<file path="src/rtl/morph_pkg.sv">
// Shared constants for the 3x3 grey-scale morphology filter: operation/element codes and point masks.
package morph_pkg;

  localparam logic MODE_DILATE = 1'b0;
  localparam logic MODE_ERODE  = 1'b1;
  localparam logic SE_CROSS    = 1'b0;
  localparam logic SE_SQUARE   = 1'b1;

  // Window point index is row*3 + col; col 0 is the newest column, col 1 the centre column.
  localparam logic [8:0] MASK_CROSS  = 9'b010_111_010;
  localparam logic [8:0] MASK_SQUARE = 9'b111_111_111;

  function automatic int cnt_width(input int n);
    return (n > 2) ? $clog2(n) : 1;
  endfunction

endpackage

</file>
<file path="src/rtl/morph_reduce.sv">
// Combinational max (dilate) / min (erode) over the masked points of a 3x3 window.
// Zero latency; no flow control.
module morph_reduce
  import morph_pkg::*;
#(
  parameter int DATA_W = 8
) (
  input  logic [8:0][DATA_W-1:0] pix_i,
  input  logic [8:0]             mask_i,
  input  logic                   mode_i,
  output logic [DATA_W-1:0]      res_o
);

  always_comb begin
    // Start from the identity of the chosen operation so masked-out points cannot win.
    res_o = (mode_i == MODE_ERODE) ? '1 : '0;
    for (int i = 0; i < 9; i++) begin
      if (mask_i[i]) begin
        if (mode_i == MODE_ERODE) begin
          if (pix_i[i] < res_o) res_o = pix_i[i];
        end else begin
          if (pix_i[i] > res_o) res_o = pix_i[i];
        end
      end
    end
  end

endmodule

</file>
<file path="src/rtl/matrix_morph.sv">
// 3x3 morphological dilate/erode over a column stream; 2-clock latency from accepting edge to valid_out.
// No backpressure: valid_in stalls hold the window and column count, the pipeline always advances.
module matrix_morph
  import morph_pkg::*;
#(
  parameter int DATA_W    = 8,
  parameter int PIC_WIDTH = 250
) (
  input  logic              clk,
  input  logic              rst,
  input  logic              valid_in,
  input  logic [DATA_W-1:0] din1,
  input  logic [DATA_W-1:0] din2,
  input  logic [DATA_W-1:0] din3,
  input  logic              mode,
  input  logic              se_sel,
  output logic              valid_out,
  output logic [DATA_W-1:0] dout,
  output logic              eol_out
);

  localparam int               CNT_W    = cnt_width(PIC_WIDTH);
  localparam logic [CNT_W-1:0] LAST_COL = CNT_W'(PIC_WIDTH - 1);
  localparam logic [CNT_W-1:0] FIRST_OUT_COL = CNT_W'(2);

  logic [CNT_W-1:0]              cnt_q, cnt_d;
  logic [2:0][2:0][DATA_W-1:0]   win_q, win_d;
  logic                          mode_q, mode_d;
  logic                          se_q, se_d;
  logic                          wvld_q, wvld_d;
  logic                          weol_q, weol_d;
  logic [DATA_W-1:0]             res_q, res_d;
  logic                          rvld_q, rvld_d;
  logic                          reol_q, reol_d;
  logic [DATA_W-1:0]             dout_q, dout_d;
  logic                          vout_q, vout_d;
  logic                          eol_q, eol_d;

  logic [8:0][DATA_W-1:0]        pix_flat;
  logic [8:0]                    mask;
  logic [DATA_W-1:0]             red_res;

  always_comb begin
    for (int r = 0; r < 3; r++) begin
      for (int c = 0; c < 3; c++) begin
        pix_flat[r*3 + c] = win_q[r][c];
      end
    end
    mask = (se_q == SE_SQUARE) ? MASK_SQUARE : MASK_CROSS;
  end

  morph_reduce #(
    .DATA_W (DATA_W)
  ) u_reduce (
    .pix_i  (pix_flat),
    .mask_i (mask),
    .mode_i (mode_q),
    .res_o  (red_res)
  );

  // Stage 0: column acceptance, window shift and per-line control latch.
  always_comb begin
    cnt_d  = cnt_q;
    win_d  = win_q;
    mode_d = mode_q;
    se_d   = se_q;
    wvld_d = 1'b0;
    weol_d = 1'b0;
    if (valid_in) begin
      cnt_d = (cnt_q == LAST_COL) ? '0 : cnt_q + CNT_W'(1);
      for (int r = 0; r < 3; r++) begin
        win_d[r][2] = win_q[r][1];
        win_d[r][1] = win_q[r][0];
      end
      win_d[0][0] = din1;
      win_d[1][0] = din2;
      win_d[2][0] = din3;
      if (cnt_q == '0) begin
        mode_d = mode;
        se_d   = se_sel;
      end
      wvld_d = (cnt_q >= FIRST_OUT_COL);
      weol_d = (cnt_q == LAST_COL);
    end
  end

  // Stages 1 and 2: register the reduction, then present it; dout holds between results.
  always_comb begin
    res_d  = rvld_q ? res_q : res_q;
    if (wvld_q) res_d = red_res;
    rvld_d = wvld_q;
    reol_d = wvld_q & weol_q;
    dout_d = rvld_q ? res_q : dout_q;
    vout_d = rvld_q;
    eol_d  = rvld_q & reol_q;
  end

  always_ff @(posedge clk or posedge rst) begin
    if (rst) begin
      cnt_q  <= '0;
      win_q  <= '0;
      mode_q <= MODE_DILATE;
      se_q   <= SE_CROSS;
      wvld_q <= 1'b0;
      weol_q <= 1'b0;
      res_q  <= '0;
      rvld_q <= 1'b0;
      reol_q <= 1'b0;
      dout_q <= '0;
      vout_q <= 1'b0;
      eol_q  <= 1'b0;
    end else begin
      cnt_q  <= cnt_d;
      win_q  <= win_d;
      mode_q <= mode_d;
      se_q   <= se_d;
      wvld_q <= wvld_d;
      weol_q <= weol_d;
      res_q  <= res_d;
      rvld_q <= rvld_d;
      reol_q <= reol_d;
      dout_q <= dout_d;
      vout_q <= vout_d;
      eol_q  <= eol_d;
    end
  end

  assign valid_out = vout_q;
  assign dout      = dout_q;
  assign eol_out   = eol_q;

endmodule
</file>
<file path="config.mk">
export PLATFORM = sky130hd
export DESIGN_NAME = matrix_morph
export DESIGN_NICKNAME = d
export VERILOG_FILES = /design/src/rtl/morph_pkg.sv /design/src/rtl/morph_reduce.sv /design/src/rtl/matrix_morph.sv
export SDC_FILE = /design/constraint.sdc
export NUM_CORES = 1
export LEC_CHECK = 0
export ABC_AREA = 1
export BUFFER_PORTS_ARGS = -buffer_cell sky130_fd_sc_hd__clkbuf_2
export CAP_MARGIN = 15
export CORE_UTILIZATION = 40
export CTS_BUF_LIST = sky130_fd_sc_hd__clkbuf_8 sky130_fd_sc_hd__clkbuf_16
export DETAILED_ROUTE_END_ITERATION = 6
export HOLD_SLACK_MARGIN = 0.02
export SYNTH_ARGS = -nofsm -noshare
export SYNTH_HDL_FRONTEND = slang
export SYNTH_SLANG_ARGS = --single-unit
</file>
<file path="constraint.sdc">
create_clock -name clk -period 24.9 [get_ports clk]
set_clock_uncertainty 0.15 [all_clocks]
set_input_delay 1.245 -clock clk [delete_from_list [all_inputs] [get_ports clk]]
set_output_delay 1.245 -clock clk [all_outputs]
set_load 0.005 [all_outputs]
</file>
### Yosys cells after proc, flatten, opt, wreduce, memory -nomap -nowiden

Cells that the tools add are included.

| word-level totals | value |
|---|---|
| RAM bits | 0 |
| latch bits | 0 |
| word-level logic and storage cells | 86 |
| memories kept | 0 |
| flip-flop bits (word level) | 104 |
| memory bits (read-only) | 0 |
| input bits | 29 |
| output and inout bits | 10 |

| operators by class | value |
|---|---|
| eq/ne operators | 1 |
| div/mod/pow operators | 0 |
| order comparisons | 19 |
| multipliers | 0 |
| reduce and logical (&&, ||, !) cells | 2 |
| $add $sub $neg | 1 |
| multiplexer cells | 41 |
| bitwise operators | 2 |
| shifts and indexed selects | 0 |

Operator list:

| operator | number |
|---|---|
| two-way mux 8 bit | 38 |
| > comparator 8 bit | 9 |
| < comparator 8 bit | 9 |
| two-way mux 9 bit | 1 |
| adder 8 x 1 -> 8 bit, second input constant | 1 |
| equality test 8 bit, second input constant | 1 |
| >= comparator 8 x 2 -> 1 bit, second input constant | 1 |
| zero test 8 bit | 1 |
| bitwise AND 1 bit | 2 |
| two-way mux 1 bit | 2 |
| AND reduction 2 bit | 1 |

### Depth between registers and ports, before layout

Gate-level depths: netlist (run 1).

| depth | value |
|---|---|
| depth after elaboration | 37 |
| mapped depth | 126 |
| gate-level depth less buffers | 115 |

### Modules after synthesis

Synthesis (run 1) repeated with hierarchy kept, for this count alone.

| second synthesis, totals | value |
|---|---|
| cells, all modules | 1394 |
| area, all modules | 9024.9 µm² |

By module, submodules not included:

| module | seq. area each (µm²) | cells an instance | instances | area each (µm²) |
|---|---|---|---|---|
| morph_reduce | 0.0 | 954 | 1 | 4934.7 |
| matrix_morph | 2602.5 | 440 | 1 | 4090.2 |

### Worst setup path after synthesis (run 1)

Ideal clock, no wire load.

| timing path | value |
|---|---|
| path type | register to register |
| start | register mode_q |
| end | register res_q[0] |
| library setup time | 0.117 ns |
| arrival time | 13.480 ns |
| buffers on the path | 12 |
| period minus slack after synthesis | 13.747 ns |
| path slack | 11.153 ns |
| required time | 24.633 ns |
| cell stages (with the launch flop) | 110 |
| path through | dfrtp_1 buf_4 inv_2 buf_2 buf_2 clkbuf_1 clkbuf_1 ha_1 nand2_1 nor2_1 a21oi_1 nand2_2 nand2_2 buf_6 nand2_1 nand2_1 inv_1 ha_1 [... 74 more ...] o21ai_0 inv_1 nand2_1 nand2_1 inv_1 ha_1 nand2_1 nor2_1 nand2_1 o211ai_1 o21ai_1 buf_2 o21ai_0 inv_1 nand2_1 nand3_1 nand2_1 nand2_1 |

| between the ends | value |
|---|---|
| cells in the longest elaborated chain, start to end | 37 |
| elaborated cells between the ends (all ways) | 55 |

Ends and longest elaborated chain:

| what | line | text |
|---|---|---|
| from (decl) | matrix_morph.sv:28 | `logic mode_q, mode_d;` |
| from (signal assigned) | matrix_morph.sv:115 | `mode_q <= mode_d;` |
| two-way mux 8 bit | morph_reduce.sv:16 | `res_o = (mode_i == MODE_ERODE) ? '1 : '0;` |
| > comparator 8 bit or < comparator 8 bit (tied branches) | morph_reduce.sv:22, morph_reduce.sv:20 |  |
| two-way mux 8 bit (on tied branches) | morph_reduce.sv:22, morph_reduce.sv:20 |  |
| two-way mux 8 bit | morph_reduce.sv:19 | `if (mode_i == MODE_ERODE) begin` |
| two-way mux 8 bit | morph_reduce.sv:18 | `if (mask_i[i]) begin` |
| > comparator 8 bit or < comparator 8 bit (tied branches) | morph_reduce.sv:22, morph_reduce.sv:20 |  |
| two-way mux 8 bit (on tied branches) | morph_reduce.sv:22, morph_reduce.sv:20 |  |
| two-way mux 8 bit | morph_reduce.sv:19 |  |
| [... 21 more ...] | -- |  |
| > comparator 8 bit or < comparator 8 bit (tied branches) | morph_reduce.sv:22, morph_reduce.sv:20 |  |
| two-way mux 8 bit (on tied branches) | morph_reduce.sv:22, morph_reduce.sv:20 |  |
| two-way mux 8 bit | morph_reduce.sv:19 |  |
| two-way mux 8 bit | morph_reduce.sv:18 |  |
| > comparator 8 bit or < comparator 8 bit (tied branches) | morph_reduce.sv:22, morph_reduce.sv:20 |  |
| two-way mux 8 bit (on tied branches) | morph_reduce.sv:22, morph_reduce.sv:20 |  |
| two-way mux 8 bit | morph_reduce.sv:19 |  |
| two-way mux 8 bit (*) | morph_reduce.sv:18 |  |
| to (signal assigned) | matrix_morph.sv:119 | `res_q <= res_d;` |
| to (decl) | matrix_morph.sv:32 | `logic [DATA_W-1:0] res_q, res_d;` |

Every way passes the cells marked *; elsewhere a longest branch is shown, timed or not.
A chain may end at the register's enable or synchronous reset.

### Worst setup path after layout (run 1)

| timing path | value |
|---|---|
| start | register mode_q |
| end | register res_q[2] |

Same word-level chain as after synthesis.

==> summary.txt, run 1 <==
Clock network
  – Clock root buffer: clkbuf_16
  – Htree depth: 3
  – Post-CTS sizing: 0
  – Cts-stage hold buffer count: 0
  – Sinks on Clock Net: 104
  – Post-CTS Setup Bufs: 0
  – CTS tree: yes
  – Worst skew pair latency: 360 ps
  – Total CTS buffers: 9
  – Clk buf depth: 2
  – Clock transition at path regs: approximately 80 ps

Detailed routing
  – Via/cell ratio: 4.979
  – Post-route DRC: 0
  – Initial DRC count: 452
  – Via count: ~8000
  – Antenna Nets Post-Route: 0
  – TritonRoute pass-1 iters: 5
  – DR WL/cell: around 13 um
  – Drt total wl: 21580 um

Worst setup path
  – Slowest cell on crit path: o21ai_1
  – WP data arrival: 16330 ps
  – Crit. End Element: register
  – Startpoint types: register
  – Worst endpoint required time: 25000 ps
  – Crit path largest cell delay: 770 ps
  – Most frequent CP cell: nand2_1
  – Crit-path max FO: 55
  – Setup CP Type: reg2reg

GRT
  – Initial antenna violation count: 0
  – Largest net degree at the start of global routing: 89
  – Global route total overflow: 0
  – Vias in the first global route: 7689
  – GRT Resource Usage Total: 20.64%
  – Global-route wire length before repair: 37340 um

Timing
  – Final Hold Fails: 0
  – Tmin final: around 16000 ps
  – Worst-margin pin slew: between 900 and 1000 ps
  – Final worst slack: 8674 ps
  – Unrepaired setup endpoints after global routing: no
  – Part of the cycle the worst path needs: approximately two thirds
  – Max Slew Vio Count: 0
  – Fmax: 0.06163 GHz
  – Slew HR: 33.75%
  – Final Setup Violations: 0
  – Setup_tns: 0 ps

Place
  – Inst Count DP: 1590
  – DP Worst Slack: 8982 ps
  – Gpl congestion: 0.8789
  – Post-DP HPWL: approximately 16000 um
  – Buffers on Ports: 38

Synthesis
  – Largest family of logic cells by synthesized area: simple AND/OR/NAND/NOR gates
  – Syn_nets: 1420
  – Post-synthesis sequential area ratio: 29.65%
  – Synth Area in Compound Gates: 15.72%
  – Mapped cell area: a little under 9000 um2
  – Post-Synth Simple-Gate Area: 30.83%
  – Synth warnings: 0
  – Synth Area in Adders: approximately 11%
  – Post-Synth XOR/XNOR Area: 0.09979%
  – FF+latch count, synth: 104
  – Syn_area_per_cell: 6.675 um2
  – Post-synthesis mux area share: about 1%
  – Gate Count Post-Synth: between 1000 and 1500
  – Synth unique cells: 37

Layout
  – Area growth syn-to-layout: 7.627%
  – Area of the multi-input gates: 5136 um2
  – Layout cell share with drive strength beyond 1: ~13%
  – Final Util: between 40% and 50%
  – Fillers: ~2200
  – Non-filler cells, final: ~1600
  – Nets: 1431
  – Antenna cells: 0
  – FF+latch area: approximately 2600 um2

Floorplanning
  – I/O pins: 39
  – Die Y: 150.1 um
  – Row cnt: between 50 and 60
  – Die footprint: 22540 um2
  – DIE WIDTH: 150.1 um
  – Initial Utilization: about two fifths
  – Core footprint: 21290 um2

Outcome
  – Run status: complete, no violations

Flow run
  – Max cap viols: 0

Worst hold path
  – Worst hold path type: reg2reg
[worst max-delay path, delay by kind of cell, from the launching register on]
family / cells / cell delay [ps]
flops: 1 / 370
fa+ha+maj: 9 / 2580
compound gates: 15 / 4860
buf+inv: 16 / 1780
simple gates: 56 / 6390
[area by class of cell]
type | count | share of cell area, %
Inverter | 212 | 8.477
Tap cell | 275 | 3.642
Clock buffer | 9 | 2.384
Clock inverter | 7 | 0.5828
Multi-Input combinational cell | 949 | 54.37
Sequential cell | 104 | 27.55
Timing Repair Buffer | 50 | 2.993
[cell usage in the layout (no fill, tap or decap), types with 2 or more instances in the layout]
cell type,netlist,routed
o211ai_1,4,4
nor2_1,32,32
buf_4,3,13
clkbuf_16,0,9
dfrtp_1,104,104
inv_6,0,2
inv_2,4,4
nand3_1,109,109
nor2_2,7,7
a21o_1,2,2
a21oi_1,53,53
o21ai_2,3,3
or2_2,2,2
clkbuf_2,0,37
o21ai_0,182,182
ha_1,76,76
inv_1,207,207
o211ai_2,3,3
clkinvlp_4,0,3
mux2_2,8,8
nand4_1,6,6
nand2_1,368,368
nand2_4,4,4
nor2_4,5,5
nor3_1,5,5
nand3_2,7,7
o21ai_1,7,7
nand2_2,57,57
a21oi_2,3,3
inv_4,1,2
[through the flow]
stage | hold slack, ps | area (um2)
6_report | 285.6 | 9447
5_1_grt | 321.3 | 9447
4_1_cts | 296.5 | 9447
3_5_place_dp | 278.5 | 9166
3_3_place_gp | 269.9 | 9166
2_1_floorplan | 201.9 | 8777
[sequential cells by signal (all words and copies together), names as in the netlist]
name,cells
dout,8
pix_flat,72
reol_q,1
valid_out,1
rvld_d,1
res_q,8
mode_q,1
cnt_q,8
weol_q,1
rvld_q,1
se_q,1
eol_out,1
[kinds of logic (layout without fill, tap and decap cells)]
group                    count (synthesis)  count (layout)
AND/OR/NAND/NOR                        603             603
buffers and inverters                  262             278
AO/OA/AOI/OAI                          261             261
flip-flops                             104             104
adder cells (fa/ha/maj)                 76              76
multiplexers                             8               8
XOR/XNOR                                 1               1
[worst paths after layout]
check                                to    from  slack, ps  depth (start not counted)
setup / recovery               res_q[2]  mode_q       8670                         96
hold / removal                   rvld_q  rvld_d        290                          0
setup reg to reg               res_q[2]  mode_q       8670                         96
hold reg to reg                  rvld_q  rvld_d        290                          0
max in group asynchronous  pix_flat[14]     rst      22590                          3
min in group asynchronous   pix_flat[2]     rst        730                          2
[per-layer routing]
layer	vias up	part of all wire, %	track usage [%]
met5	-	0	0
met4	0	1.2	4.444
met3	19	3.5	3.576
met2	122	46	34.31
met1	3629	49	27.93
li1	4227	-	-
[cells in the mapped netlist, drive strengths merged]
master | count | area share (%)
a21boi | 1 | 0.086
o21ai | 192 | 11
a211oi | 1 | 0.086
buf | 21 | 1.4
nand3 | 116 | 7.0
nor2 | 44 | 2.5
nor3 | 5 | 0.29
xor2 | 1 | 0.10
o21bai | 1 | 0.13
dfrtp | 104 | 30
o21a | 1 | 0.086
nand4 | 7 | 0.57
a21o | 2 | 0.17
inv | 212 | 9.1
or2 | 2 | 0.14
o211ai | 7 | 0.77
clkbuf | 29 | 1.3
a21oi | 56 | 3.3
ha | 76 | 11
mux2 | 8 | 1.0
nand2 | 429 | 20
Power of run 1 is not shown: default switching activity piles up to over one toggle a cycle in this logic, so the estimate is an artifact.
==> run 2: changes to the inputs <==
- ABC_AREA: 1 -> 0
- clock period: 24.9 -> 16.7 ns (I/O delays scaled with it)
==> run 2 against run 1 <==
Against the previous run:
- the run now ends with DRC left
- via count shrank 30%
- flip-flop and latch count is the same
- largest cell class unchanged
- first-iteration DRC count shrank 27%
- critical path depth shrank 22
- final area shrank 14%
- worst setup slack lost 7900 ps
- utilization grew 2.8 points
==> summary.txt, run 2 <==
Outcome
  – Violated checks: DRC
  – Run status: finished, violations left

Detailed routing
  – Initial DRC count: 328 (-27%)
  – Via/cell ratio: 5.760 (+16%)
  – TritonRoute pass-1 iters: 7 (+2)
  – Post-route DRC: 1 (+1)
  – DR WL/cell: 18.10 um (+35%)
  – Drt total wl: 17710 um (-18%)
  – Antenna Nets Post-Route: 0 (unchanged)
  – Via count: 5633 (-30%)

Timing
  – Fmax: 0.06280 GHz (+1.9%)
  – Worst-margin pin slew: 1117 ps (+129.9 ps)
  – Part of the cycle the worst path needs: 95.35% (+30 points)
  – Final Hold Fails: 0 (unchanged)
  – Final Setup Violations: 0 (unchanged)
  – Tmin final: 15920 ps (-303.1 ps)
  – Slew HR: 25.52% (-8.2 points)
  – Max Slew Vio Count: 0 (unchanged)

Layout
  – Post-route cell area: 8104 um2 (-14%)
  – Commonest non-fill, non-tap cell in the layout: dfrtp_1
  – Max reg flops: 72 (unchanged)
  – Layout cell share with drive strength beyond 1: 27.09% (+14 points)
  – Antenna cells: 0 (unchanged)
  – Area growth syn-to-layout: 15.72%
  – Fillers: 1596 (-28%)
  – Commonest non-fill, non-tap cells in the layout: dfrtp_1, ha_1, mux2_2
  – Nets: 853 (-40%)

GRT
  – Global route total overflow: 0 (unchanged)
  – GRT Resource Usage Total: 19.95% (-0.68 points)
  – Initial antenna violation count: 0 (unchanged)
  – Largest net degree at the start of global routing: 108 (+21%)
  – Global-route wire length before repair: 28330 um (-24%)
  – Vias in the first global route: 5575 (-27%)

Clock network
  – Sinks on Clock Net: 104 (unchanged)
  – CTS tree: yes
  – Clock root buffer: clkbuf_16
  – Worst skew pair latency: 350 ps (about the same)
  – Clock transition at path regs: 70 ps (about the same)
  – Clk buf depth: 2 (unchanged)
  – Total CTS buffers: 9 (unchanged)
  – Htree depth: 3 (unchanged)

Synthesis
  – Most common flop cell mapped by yosys: dfrtp_1
  – Syn_area_per_cell: 10.03 um2 (+50%)
  – Area contributors post-synth: dfrtp_1, ha_1, mux2_2
  – Synth Area in Compound Gates: 18.99% (+3.3 points)
  – EDFF count, synth: 0 (unchanged)
  – Dominant cell type by area after synthesis: dfrtp_1
  – FF+latch count, synth: 104 (unchanged)
  – Post-Synth XOR/XNOR Area: 0.2501% (+0.15 points)
  – Gate Count Post-Synth: 698 (-47%)
  – Fraction of registers with async set/reset: 100.0% (unchanged)
  – Synth Area in Adders: 13.58% (+2.7 points)
  – Post-synthesis sequential area ratio: 37.16% (+7.5 points)
  – Synth unique cells: 59 (+59%)
  – Mapped cell area: 7003 um2 (-20%)
  – Post-synthesis mux area share: 14.19% (+13 points)
  – Syn_nets: 803 (-43%)
  – Top cell type's share of synthesized area: 37.16% (+7.5 points)
  – Synth warnings: 0 (unchanged)
  – Most frequent cell after synthesis: dfrtp_1
  – Synth cell count leaders: dfrtp_1, ha_1, mux2_2, nand2_1, o21ai_0
  – Largest family of logic cells by synthesized area: compound AO/OA/AOI/OAI gates
  – Post-Synth Simple-Gate Area: 11.36% (-19 points)

Floorplanning
  – Die footprint: 18040 um2 (-20%)
  – I/O pins: 39 (unchanged)
  – Row cnt: 48 (-9.4%)
  – Die Y: 134.3 um (-11%)
  – DIE WIDTH: 134.3 um (-11%)
  – Initial Utilization: 40.77% (-0.46 points)
  – Core footprint: 17180 um2 (-19%)

Place
  – Gpl congestion: 0.9607 (+9.3%)
  – Placed Area: 7392 um2 (-19%)
  – Post-DP HPWL: 12690 um (-20%)
  – Buffers on Ports: 38 (unchanged)

Worst setup path
  – Most frequent CP cell: ha_1
  – Crit-path max FO: 16 (-71%)
  – WP data arrival: 16010 ps (-320 ps)
  – Crit. End Element: register
  – Crit path largest cell delay: 440 ps (-330 ps)
  – Startpoint types: register
  – Worst endpoint required time: 16780 ps (-8220 ps)
  – Setup CP Type: reg2reg
  – Slowest cell on crit path: mux2_2

Worst hold path
  – Worst hold path type: reg2reg

Flow run
  – Max cap viols: 0 (unchanged)
-- run 2: cell families (layout without fill, tap and decap cells) --
family	count (synthesis)	in the layout
DFF	104	104
muxes	87	89
AOI/OAI and AO/OA	194	195
and+or+nand+nor	160	160
buffers and inverters	75	127
xor gates and xnor gates	2	2
adders and majority gates	76	76
-- run 2: stage by stage --
step           setup TNS [ps]  instances  hold WS (ps)  utilization, %  setup WS [ps]
3_3_place_gp           -481.2        939         288.0           43.04         -124.0
2_1_floorplan               0        698         201.9               -          91.14
4_1_cts                     0        957         310.0           45.37          34.43
5_1_grt                -354.0        978         346.5           47.18         -96.57
6_report                    0        978         306.4           47.18          777.3
3_5_place_dp            -4213        939         293.7           43.04         -590.3
-- run 2: timing repair --
item | CTS | global route
gates resized for setup | 9 | 28
hold buffers | 0 | 0
cloned | 1 | 2
endpoints found under the setup margin | 8 | 8
pin swaps | 1 | 8
buffers inserted | 1 | 19
-- run 2: critical path, delay by kind of cell (launching register included) --
kind,cells,cell delay (ps)
and+or+nand+nor,16,2470
muxes,8,2790
AOI/OAI and AO/OA,31,6190
adders and majority gates,9,2400
buffers and inverters,10,1360
DFF,1,390
-- run 2: cell type report --
class / count / area, um2 / share of cell area [%]
well taps: 225 / 281.5 / 3.474
clock inverters: 6 / 91.34 / 1.127
clock buffers: 10 / 239.0 / 2.949
multi-input cells: 522 / 4312 / 53.20
inverters: 46 / 175.2 / 2.161
repair buffers: 65 / 402.9 / 4.971
flip-flops and latches: 104 / 2603 / 32.11
-- run 2: metal layers --
| layer | track usage [%] | share of wire (%) | up-vias |
|---|---|---|---|
| li1 | - | - | 2670 |
| met1 | 25.01 | 43 | 2730 |
| met2 | 34.02 | 49 | 182 |
| met3 | 3.553 | 5.1 | 51 |
| met4 | 7.865 | 3.1 | 0 |
| met5 | 0 | 0 | - |
-- run 2: worst paths after layout --
check                           slack [ps]    from      endpoint  depth (start not counted)
min in group asynchronous              340     rst   pix_flat[1]                          2
worst min register to register         310  weol_q        reol_q                          1
max in group asynchronous            14840     rst  pix_flat[61]                          3
worst max-delay path                   780  mode_q      res_q[5]                         74
worst min-delay path                   310  weol_q        reol_q                          1
worst max register to register         780  mode_q      res_q[5]                         74
Power of run 2 is left out for the same reason.
